[config.mk]
export PLATFORM = sky130hd
export DESIGN_NAME = pipeline_ctrl_flat
export DESIGN_NICKNAME = d
export VERILOG_FILES = /design/src/rtl/pipeline_ctrl_pkg.sv /design/src/rtl/pipeline_ctrl_if.sv /design/src/rtl/pipeline_ctrl_wait_timer.sv /design/src/rtl/pipeline_ctrl.sv /design/src/flat_wrapper.sv
export SDC_FILE = /design/constraint.sdc
export NUM_CORES = 1
export LEC_CHECK = 0
export CORE_ASPECT_RATIO = 0.8
export CORE_MARGIN = 1
export CORE_UTILIZATION = 53
export CTS_BUF_LIST = sky130_fd_sc_hd__clkbuf_8
export DETAILED_ROUTE_END_ITERATION = 10
export PLACE_DENSITY = 0.95
export SLEW_MARGIN = 15
export SYNTH_ARGS = -nofsm -noshare
export SYNTH_HDL_FRONTEND = slang
export SYNTH_HIERARCHICAL = 1
export SYNTH_SLANG_ARGS = --single-unit
[constraint.sdc]
create_clock -name clk -period 5.65 [get_ports clk]
set_input_delay 0.8475 -clock clk [delete_from_list [all_inputs] [get_ports clk]]
set_output_delay 0.8475 -clock clk [all_outputs]
set_load 0.01 [all_outputs]
[src/rtl/pipeline_ctrl_pkg.sv]
// Purpose: shared types and constants for the pipeline hazard/stall controller.
// Latency: n/a (types, constants and a pure helper function only).
// Backpressure: n/a.
package pipeline_ctrl_pkg;

   localparam int TIMEOUT_CYC_DEF = 16;  // default MEM_WAIT budget before forced release
   localparam int CNT_W_DEF       = 16;  // default stall_count width
   localparam int WAIT_W          = 8;   // wide enough for TIMEOUT_CYC up to 255

   typedef enum logic [1:0] {
      ST_IDLE     = 2'd0,
      ST_MEM_WAIT = 2'd1,
      ST_TIMEOUT  = 2'd2
   } state_t;

   // Per-cycle pipeline control word, one bit per hold/flush/pulse output
   typedef struct packed {
      logic pc_hold;
      logic ifid_hold;
      logic idex_hold;
      logic exmem_hold;
      logic ifid_flush;
      logic idex_flush;
      logic memwb_flush;
      logic mem_timeout;
   } ctrl_t;

   // Load in EX writes a register the ID instruction reads; $zero never hazards
   function automatic logic load_use_hit(input logic       mem_read,
                                         input logic [4:0] ex_rt,
                                         input logic [4:0] id_rs,
                                         input logic [4:0] id_rt);
      return mem_read && (ex_rt != 5'd0) && ((ex_rt == id_rs) || (ex_rt == id_rt));
   endfunction

endpackage

[src/rtl/pipeline_ctrl_if.sv]
// Purpose: bundles the hazard inputs and the hold/flush outputs of the pipeline controller.
// Latency: n/a (wiring only).
// Backpressure: n/a; "master" is the datapath side, "slave" is the controller.
interface pipeline_ctrl_if
   import pipeline_ctrl_pkg::*;
#(
   parameter int CNT_W = CNT_W_DEF
);
   logic [4:0]       ifid_rs;
   logic [4:0]       ifid_rt;
   logic             idex_mem_read;
   logic [4:0]       idex_rt;
   logic             ex_branch_taken;
   logic             id_jump;
   logic             mem_req;
   logic             mem_ready;

   logic             pc_hold;
   logic             ifid_hold;
   logic             idex_hold;
   logic             exmem_hold;
   logic             ifid_flush;
   logic             idex_flush;
   logic             memwb_flush;
   logic             mem_timeout;
   logic [CNT_W-1:0] stall_count;

   modport master (
      output ifid_rs, ifid_rt, idex_mem_read, idex_rt, ex_branch_taken, id_jump,
             mem_req, mem_ready,
      input  pc_hold, ifid_hold, idex_hold, exmem_hold, ifid_flush, idex_flush,
             memwb_flush, mem_timeout, stall_count
   );

   modport slave (
      input  ifid_rs, ifid_rt, idex_mem_read, idex_rt, ex_branch_taken, id_jump,
             mem_req, mem_ready,
      output pc_hold, ifid_hold, idex_hold, exmem_hold, ifid_flush, idex_flush,
             memwb_flush, mem_timeout, stall_count
   );

endinterface

[src/rtl/pipeline_ctrl_wait_timer.sv]
// Purpose: counts memory-stall cycles and flags when the next stall would exhaust the budget.
// Latency: counter updates on the next posedge; term is combinational from the count.
// Backpressure: none; load/inc are accepted every cycle.
module pipeline_ctrl_wait_timer
   import pipeline_ctrl_pkg::*;
#(
   parameter int TIMEOUT_CYC = TIMEOUT_CYC_DEF
) (
   input  logic clk,
   input  logic reset,
   input  logic load,
   input  logic inc,
   output logic term
);
   localparam int NW = WAIT_W + 1;
   localparam logic [NW-1:0] TERM_VAL = NW'(TIMEOUT_CYC - 1);

   logic [WAIT_W-1:0] wait_cnt;
   logic [NW-1:0]     cnt_plus1;

   // wait_cnt holds the number of stall cycles already spent (load sets 1 for the entry cycle)
   always_ff @(posedge clk) begin
      if (reset) begin
         wait_cnt <= '0;
      end else if (load) begin
         wait_cnt <= WAIT_W'(1);
      end else if (inc) begin
         wait_cnt <= wait_cnt + WAIT_W'(1);
      end
   end

   // Terminal when the current stall cycle brings the total to TIMEOUT_CYC-1
   always_comb begin
      cnt_plus1 = {1'b0, wait_cnt} + NW'(1);
      term      = (cnt_plus1 >= TERM_VAL);
   end

endmodule

[src/rtl/pipeline_ctrl.sv]
// Purpose: pipeline hold/flush controller: memory stall with timeout, branch, load-use and jump.
// Latency: all hold/flush outputs are combinational (Mealy) in the cycle of the cause.
// Backpressure: memory stall freezes PC..EX/MEM and bubbles MEM/WB until mem_ready or timeout.
module pipeline_ctrl
   import pipeline_ctrl_pkg::*;
#(
   parameter int TIMEOUT_CYC = TIMEOUT_CYC_DEF,
   parameter int CNT_W       = CNT_W_DEF
) (
   input  logic            clk,
   input  logic            reset,
   pipeline_ctrl_if.slave  bus
);

   state_t           state;
   state_t           state_nxt;
   logic             timer_load;
   logic             timer_inc;
   logic             timer_term;
   logic             mem_stall;
   logic             in_timeout;
   logic             load_use;
   ctrl_t            ctrl;
   logic [CNT_W-1:0] stall_count;

   pipeline_ctrl_wait_timer #(
      .TIMEOUT_CYC (TIMEOUT_CYC)
   ) u_wait_timer (
      .clk   (clk),
      .reset (reset),
      .load  (timer_load),
      .inc   (timer_inc),
      .term  (timer_term)
   );

   // State register
   always_ff @(posedge clk) begin
      if (reset) begin
         state <= ST_IDLE;
      end else begin
         state <= state_nxt;
      end
   end

   // Next-state and wait-timer control
   always_comb begin
      state_nxt  = state;
      timer_load = 1'b0;
      timer_inc  = 1'b0;
      unique case (state)
         ST_IDLE: begin
            if (bus.mem_req && !bus.mem_ready) begin
               state_nxt  = ST_MEM_WAIT;
               timer_load = 1'b1;
            end
         end
         ST_MEM_WAIT: begin
            if (bus.mem_ready) begin
               state_nxt = ST_IDLE;
            end else begin
               timer_inc = 1'b1;
               if (timer_term) begin
                  state_nxt = ST_TIMEOUT;
               end
            end
         end
         ST_TIMEOUT: begin
            state_nxt = ST_IDLE;
         end
         default: begin
            state_nxt = ST_IDLE;
         end
      endcase
   end

   // Output decode: memory stall/timeout over branch over load-use over jump; all quiet in reset
   always_comb begin
      mem_stall  = !reset && !bus.mem_ready &&
                   (((state == ST_IDLE) && bus.mem_req) || (state == ST_MEM_WAIT));
      in_timeout = !reset && (state == ST_TIMEOUT);
      load_use   = load_use_hit(bus.idex_mem_read, bus.idex_rt, bus.ifid_rs, bus.ifid_rt);
      ctrl       = '0;
      if (mem_stall) begin
         ctrl.pc_hold     = 1'b1;
         ctrl.ifid_hold   = 1'b1;
         ctrl.idex_hold   = 1'b1;
         ctrl.exmem_hold  = 1'b1;
         ctrl.memwb_flush = 1'b1;
      end else if (in_timeout) begin
         ctrl.mem_timeout = 1'b1;
         ctrl.memwb_flush = 1'b1;
      end else if (!reset) begin
         if (bus.ex_branch_taken) begin
            // wrong-path instructions in IF/ID and ID/EX die; no hold so load-use is moot
            ctrl.ifid_flush = 1'b1;
            ctrl.idex_flush = 1'b1;
         end else if (load_use) begin
            // jump target is refetched once the stalled ID instruction moves on
            ctrl.pc_hold    = 1'b1;
            ctrl.ifid_hold  = 1'b1;
            ctrl.idex_flush = 1'b1;
         end else if (bus.id_jump) begin
            ctrl.ifid_flush = 1'b1;
         end
      end
   end

   // Saturating count of PC-hold cycles
   always_ff @(posedge clk) begin
      if (reset) begin
         stall_count <= '0;
      end else if (ctrl.pc_hold && (stall_count != {CNT_W{1'b1}})) begin
         stall_count <= stall_count + CNT_W'(1);
      end
   end

   assign bus.pc_hold     = ctrl.pc_hold;
   assign bus.ifid_hold   = ctrl.ifid_hold;
   assign bus.idex_hold   = ctrl.idex_hold;
   assign bus.exmem_hold  = ctrl.exmem_hold;
   assign bus.ifid_flush  = ctrl.ifid_flush;
   assign bus.idex_flush  = ctrl.idex_flush;
   assign bus.memwb_flush = ctrl.memwb_flush;
   assign bus.mem_timeout = ctrl.mem_timeout;
   assign bus.stall_count = stall_count;

endmodule

[src/flat_wrapper.sv]
// flat-port wrapper written by rule: the top's interface ports become plain ports
module pipeline_ctrl_flat import pipeline_ctrl_pkg::*;
#(
   parameter int TIMEOUT_CYC = TIMEOUT_CYC_DEF,
   parameter int CNT_W       = CNT_W_DEF
)
  (clk, reset, bus_ifid_rs, bus_ifid_rt, bus_idex_mem_read, bus_idex_rt, bus_ex_branch_taken, bus_id_jump, bus_mem_req, bus_mem_ready, bus_pc_hold, bus_ifid_hold, bus_idex_hold, bus_exmem_hold, bus_ifid_flush, bus_idex_flush, bus_memwb_flush, bus_mem_timeout, bus_stall_count);
  pipeline_ctrl_if #(.CNT_W(CNT_W)) bus_i ();
  input  logic clk;
  input  logic reset;
  input wire logic [$bits(bus_i.ifid_rs)-1:0] bus_ifid_rs;
  input wire logic [$bits(bus_i.ifid_rt)-1:0] bus_ifid_rt;
  input wire logic [$bits(bus_i.idex_mem_read)-1:0] bus_idex_mem_read;
  input wire logic [$bits(bus_i.idex_rt)-1:0] bus_idex_rt;
  input wire logic [$bits(bus_i.ex_branch_taken)-1:0] bus_ex_branch_taken;
  input wire logic [$bits(bus_i.id_jump)-1:0] bus_id_jump;
  input wire logic [$bits(bus_i.mem_req)-1:0] bus_mem_req;
  input wire logic [$bits(bus_i.mem_ready)-1:0] bus_mem_ready;
  output wire logic [$bits(bus_i.pc_hold)-1:0] bus_pc_hold;
  output wire logic [$bits(bus_i.ifid_hold)-1:0] bus_ifid_hold;
  output wire logic [$bits(bus_i.idex_hold)-1:0] bus_idex_hold;
  output wire logic [$bits(bus_i.exmem_hold)-1:0] bus_exmem_hold;
  output wire logic [$bits(bus_i.ifid_flush)-1:0] bus_ifid_flush;
  output wire logic [$bits(bus_i.idex_flush)-1:0] bus_idex_flush;
  output wire logic [$bits(bus_i.memwb_flush)-1:0] bus_memwb_flush;
  output wire logic [$bits(bus_i.mem_timeout)-1:0] bus_mem_timeout;
  output wire logic [$bits(bus_i.stall_count)-1:0] bus_stall_count;
  assign bus_i.ifid_rs = bus_ifid_rs;
  assign bus_i.ifid_rt = bus_ifid_rt;
  assign bus_i.idex_mem_read = bus_idex_mem_read;
  assign bus_i.idex_rt = bus_idex_rt;
  assign bus_i.ex_branch_taken = bus_ex_branch_taken;
  assign bus_i.id_jump = bus_id_jump;
  assign bus_i.mem_req = bus_mem_req;
  assign bus_i.mem_ready = bus_mem_ready;
  assign bus_pc_hold = bus_i.pc_hold;
  assign bus_ifid_hold = bus_i.ifid_hold;
  assign bus_idex_hold = bus_i.idex_hold;
  assign bus_exmem_hold = bus_i.exmem_hold;
  assign bus_ifid_flush = bus_i.ifid_flush;
  assign bus_idex_flush = bus_i.idex_flush;
  assign bus_memwb_flush = bus_i.memwb_flush;
  assign bus_mem_timeout = bus_i.mem_timeout;
  assign bus_stall_count = bus_i.stall_count;
  pipeline_ctrl #(.TIMEOUT_CYC(TIMEOUT_CYC), .CNT_W(CNT_W)) u_core (.clk(clk), .reset(reset), .bus(bus_i));
endmodule
Word level (Yosys, flattened, before mapping):

Cells that the tools add are included.

* output and inout port bits: 24
* register bits after elaboration: 26
* word-level logic and storage cells: 58

* reduce and logical (&&, ||, !) cells: 17
* $add $sub $neg: 3
* mux-type cells: 26
* magnitude comparators: 1
* eq/ne operators: 7

Operators by type and width (count)
* $mux 2: 14
* $add 16x1->16 const B: 1
* $ne 16x16->1 const B: 1
* $mux 1: 11
* $eq 5x5->1: 2
* $add 8x1->9 const B: 1
* $ge 9x4->1 const B: 1
* $add 8x1->8 const B: 1
* $logic_and 1x1->1: 8
* $reduce_bool 5->1: 1
* $pmux 2 s2: 1
* $ne 3x2->1 const B: 1
* $eq 2x1->1 const B: 1
* $eq 2x2->1 const B: 1
* $logic_not 1->1: 2
* $logic_not 2->1: 1
* $logic_or 1x1->1: 2
* $ne 2x1->1 const B: 1
* $reduce_and 2->1: 1
* $reduce_bool 2->1: 1
* $reduce_or 2->1: 1

Logic depth before layout (Yosys ltp):

* depth after elaboration: 9
* gate-level depth with buffers: 9
* mapped depth without buffers: 8

Hierarchy:

The synthesis kept the hierarchy.

Modules (own cells, without submodules)
* pipeline_ctrl: seq. area each 360.3 sq um, cells an instance 139, area each 1128.6 sq um, times used 1
* pipeline_ctrl_wait_timer: seq. area each 160.2 sq um, cells an instance 61, area each 528.0 sq um, times used 1

Worst setup path after synthesis:

No wires, ideal clock.

* path type: input-to-output
* start: input port bus_idex_rt[1]
* end: output port bus_pc_hold
* path slack: 2764 ps
* cell stages on the path: 6
* path buffers: 1
* data arrival time: 2038 ps
* data required time: 4803 ps
* path through: or4_1 > o21ai_2 > nor2_1 > a21oi_1 > inv_1 > buf_4

* word-level cells in the longest chain between the ends: 8

Ends and longest elaborated chain
* start: declaration: RTL line flat_wrapper.sv:14 `input wire logic [$bits(bus_i.idex_rt)-1:0] bus_idex_rt;`
* $eq 5x5->1 / $reduce_bool 5->1 (equally long branches): RTL line pipeline_ctrl_pkg.sv:33 `return mem_read && (ex_rt != 5'd0) && ((ex_rt == id_rs) || (ex_rt == id_rt));`
* $logic_or 1x1->1 / $logic_and 1x1->1 (equally long branches): RTL line pipeline_ctrl_pkg.sv:33
* $logic_and 1x1->1 (*): RTL line pipeline_ctrl_pkg.sv:33
* $mux 2 (*): RTL line pipeline_ctrl.sv:97 `end else if (load_use) begin`
* $mux 2 (*): RTL line pipeline_ctrl.sv:93 `if (bus.ex_branch_taken) begin`
* $mux 2 (*): RTL line pipeline_ctrl.sv:92 `end else if (!reset) begin`
* $mux 2 (*): RTL line pipeline_ctrl.sv:89 `end else if (in_timeout) begin`
* $mux 2 (*): RTL line pipeline_ctrl.sv:83 `if (mem_stall) begin`
* end: declaration: RTL line flat_wrapper.sv:19 `output wire logic [$bits(bus_i.pc_hold)-1:0] bus_pc_hold;`

Every way passes the cells marked *; elsewhere a longest branch is shown, timed or not.

Worst setup path in the final report:

* start: input port reset
* end: output port bus_pc_hold

* word-level cells in the longest chain between the ends: 4

Ends and longest elaborated chain
* start: declaration: RTL line flat_wrapper.sv:10 `input logic reset;`
* $logic_not 1->1: RTL line pipeline_ctrl.sv:78, pipeline_ctrl.sv:80
* $logic_and 1x1->1 (on tied branches): RTL line pipeline_ctrl.sv:80, pipeline_ctrl.sv:78
* $mux 2 / $logic_and 1x1->1 (equally long branches): RTL line pipeline_ctrl.sv:89, pipeline_ctrl.sv:78
* $mux 2 (*): RTL line pipeline_ctrl.sv:83

Marked as above.

==> metrics.md <==
| Metric | Value |
|---|---|
| Minimum clock period | `4265 ps` |
| Setup violators final | `0` |
| Top_reg_cell synth | `dfxtp_1` |
| Static leakage | `0.6684 nW` |
| Pins Over Slew Limit | `0` |
| Fmax | `0.2345 GHz` |
| Routed len/inst | `14.37 um` |
| CTS root buffer | `clkbuf_8` |
| Leading area contributor after synthesis | `dfxtp_1` |
| GP Congestion | `0.7947` |
| Reg2reg end | `u_core/bus.stall_count[1]$_SDFFE_PP0P_` |
| R2r setup slk | `3000 ps` |
| Most frequent cells in the layout | `clkdlybuf4s50_1 (45), dfxtp_1 (26), nor2_1 (19)` |
| Die Ht | `52.01 um` |
| Resized cells post-CTS | `0` |
| Most common cell after layout, fill and taps aside | `clkdlybuf4s50_1` |
| N_diodes | `0` |
| Synth Warn # | `6` |
| VDD IR max | `0.1139 mV` |
| I/O Pins | `46` |
| Vias/cell | `5.938` |
| Vias post-DR | `1627` |
| Chip Width | `64.51 um` |
| Critical path arrival | `3420 ps` |
| Worst reg2reg path startpoint | `u_core/bus.stall_count[1]$_SDFFE_PP0P_` |
| Status | `completed` |
| Area share of the largest cell type after synthesis | `0.3142` |
| Syn_area_per_cell | `8.283 um2` |
| Hold depth | `1` |
| Gr ovfl total | `0` |
| Unrepaired setup endpoints after global routing | `no` |
| Pwr/cell area | `165.6 mW/mm2` |
| Final Power | `0.0003468 W` |
| Clock buffer count from CTS | `3` |
| Max FO, Critical Path | `25` |
| Crit path required time | `4800 ps` |
| Drt pass-1 iters | `4` |
| 1st-iter DRT viols | `92` |
| Max-cap viol count | `0` |
| Layout Skew | `1.212 ps` |
| Syn Nets | `225` |
| Setup WS pre-CTS | `1412 ps` |
| Core area | `0.002872 mm2` |
| Worst R2R Path Depth | `7` |
| Async SR Flop Fraction | `0` |
| EDFF count, synth | `0` |
| Initial antenna violation count | `0` |
| DRC Markers | `0` |
| Die Area | `0.003355 mm2` |
| Crit. End Element | `output pin` |
| Initial Util | `0.5769` |
| CTS tree | `built` |
| First-pass GRT wire length | `6.320 mm` |
| Post-Synthesis Cells | `200` |
| Kind of critical path | `input pin to output pin` |
| Port Buffers | `45` |
| Worst-Skew Late Latency | `260 ps` |
| Core Util, Final | `0.7294` |
| Sink Count | `26` |
| Synthesis-to-finish area growth | `26.44%` |
| Hpwl dp | `2.830 mm` |
| Post-route clock period utilization | `0.7549` |
| Max_slew headroom | `0.3471` |
| Final wirelength | `3.937 mm` |
| Hold crit path type | `register to register` |
| Clock Tree Buf Depth | `2` |
| Row cnt | `17` |
| Final worst hold slack | `511.9 ps` |
| Unique masters post-synth | `47` |
| Clk pin slew, worst setup/hold paths | `80 ps` |
| Share of layout cells above drive strength 1 | `0.07203` |
| CTS HTree Levels | `1` |
| Antenna-violating nets left | `0` |
| Nets | `263` |
| Largest net degree at the start of global routing | `26` |
| Top cells by area, synth | `dfxtp_1 (31%), xnor2_1 (5.8%), or3_1 (4.9%), nor2_1 (4.3%), xor2_1 (4.2%)` |
| FF+latch count, synth | `26` |
| Seq/Total Area, Yosys | `0.3142` |
| Final hold vios | `0` |
| Final WS setup | `1385 ps` |
| Type of element launching the critical path | `input pin` |
| Fillers | `222` |
| Worst hold endpoint | `u_core/bus.stall_count[5]$_SDFFE_PP0P_` |
| Setup TNS Final | `0 ps` |
| HP Start | `u_core/bus.stall_count[5]$_SDFFE_PP0P_` |
| Tot GR Track Use | `0.2432` |
| Vias in the first global route | `1456` |
| Post-CTS Setup Inserts | `0` |
| Worst-margin pin slew | `976.2 ps` |
| Cts hold-fix bufs | `0` |
| Post-Synthesis Cell Area | `0.001657 mm2` |
sequential cells by signal, summed over array words and instances, names as in the netlist:
register	count
u_core/bus.stall_count	16
u_core/state	2
u_core/u_wait_timer/wait_cnt	8
through the flow:
stage / cells / area, um2
final: 274 / 2095
after global routing: 274 / 2095
after CTS: 274 / 2095
after detailed placement: 271 / 2053
after global placement: 271 / 2053
after floorplan: 200 / 1657
layer usage:
layer / vias to the layer above / track usage / wire, um / part of all wire
li1: 794 / - / - / -
met1: 757 / 0.3252 / 1830 / 0.46
met2: 74 / 0.3947 / 1754 / 0.45
met3: 2 / 0.04825 / 343 / 0.087
met4: 0 / 0.07778 / 10 / 0.0025
met5: - / 0 / 0 / 0
kinds of logic after synthesis:
group / after synthesis / share of synthesized area
and+or+nand+nor: 84 / 0.2764
AOI/OAI and AO/OA: 47 / 0.2009
DFF: 26 / 0.3142
buffers and inverters: 20 / 0.07930
xor gates and xnor gates: 19 / 0.1005
adders and majority gates: 3 / 0.02266
muxes: 1 / 0.006043
power by group:
part           leakage (nW)  switching, W  internal, W
sequential            0.210    0.00000288     0.000185
clock                0.0216     0.0000547    0.0000477
combinational         0.437     0.0000261    0.0000304
total                 0.668     0.0000836     0.000263
cell type report:
class / count / area, um2 / share of cell area
Inverter: 8 / 30.03 / 0.01434
Tap cell: 38 / 47.55 / 0.02270
Multi-Input combinational cell: 154 / 1005 / 0.4797
Timing Repair Buffer: 45 / 450.4 / 0.2151
Clock buffer: 3 / 41.29 / 0.01971
Sequential cell: 26 / 520.5 / 0.2485
how the worst max path moves through the flow:
stage,from,to,slack (ps),depth (start not counted)
global route,reset,bus_ifid_hold,1190,7
finish,reset,bus_pc_hold,1380,7
CTS,reset,bus_pc_hold,1400,7
floorplan,bus_idex_rt[1],bus_pc_hold,2760,6
detailed placement,reset,bus_pc_hold,1410,7
global placement,reset,bus_pc_hold,1480,7
cells in the mapped netlist (3+ instances only):
master / number
a211oi_1: 3
a21oi_1: 13
a21oi_2: 4
and2_1: 3
buf_6: 4
dfxtp_1: 26
ha_1: 3
inv_1: 8
nand2_1: 16
nand3_1: 10
nand4_1: 6
nor2_1: 19
o21ai_0: 4
o21ai_1: 6
o21ai_2: 3
or3_1: 13
xnor2_1: 11
xor2_1: 8
critical path, stage by stage:
cell             delay [ps]
clkdlybuf4s50_1        1090
nor3b_1                 190
or3_1                   380
nor2_1                  160
a21oi_1                 110
inv_1                   100
clkdlybuf4s50_1         530
Note: power is estimated with default switching activity, not from simulation.
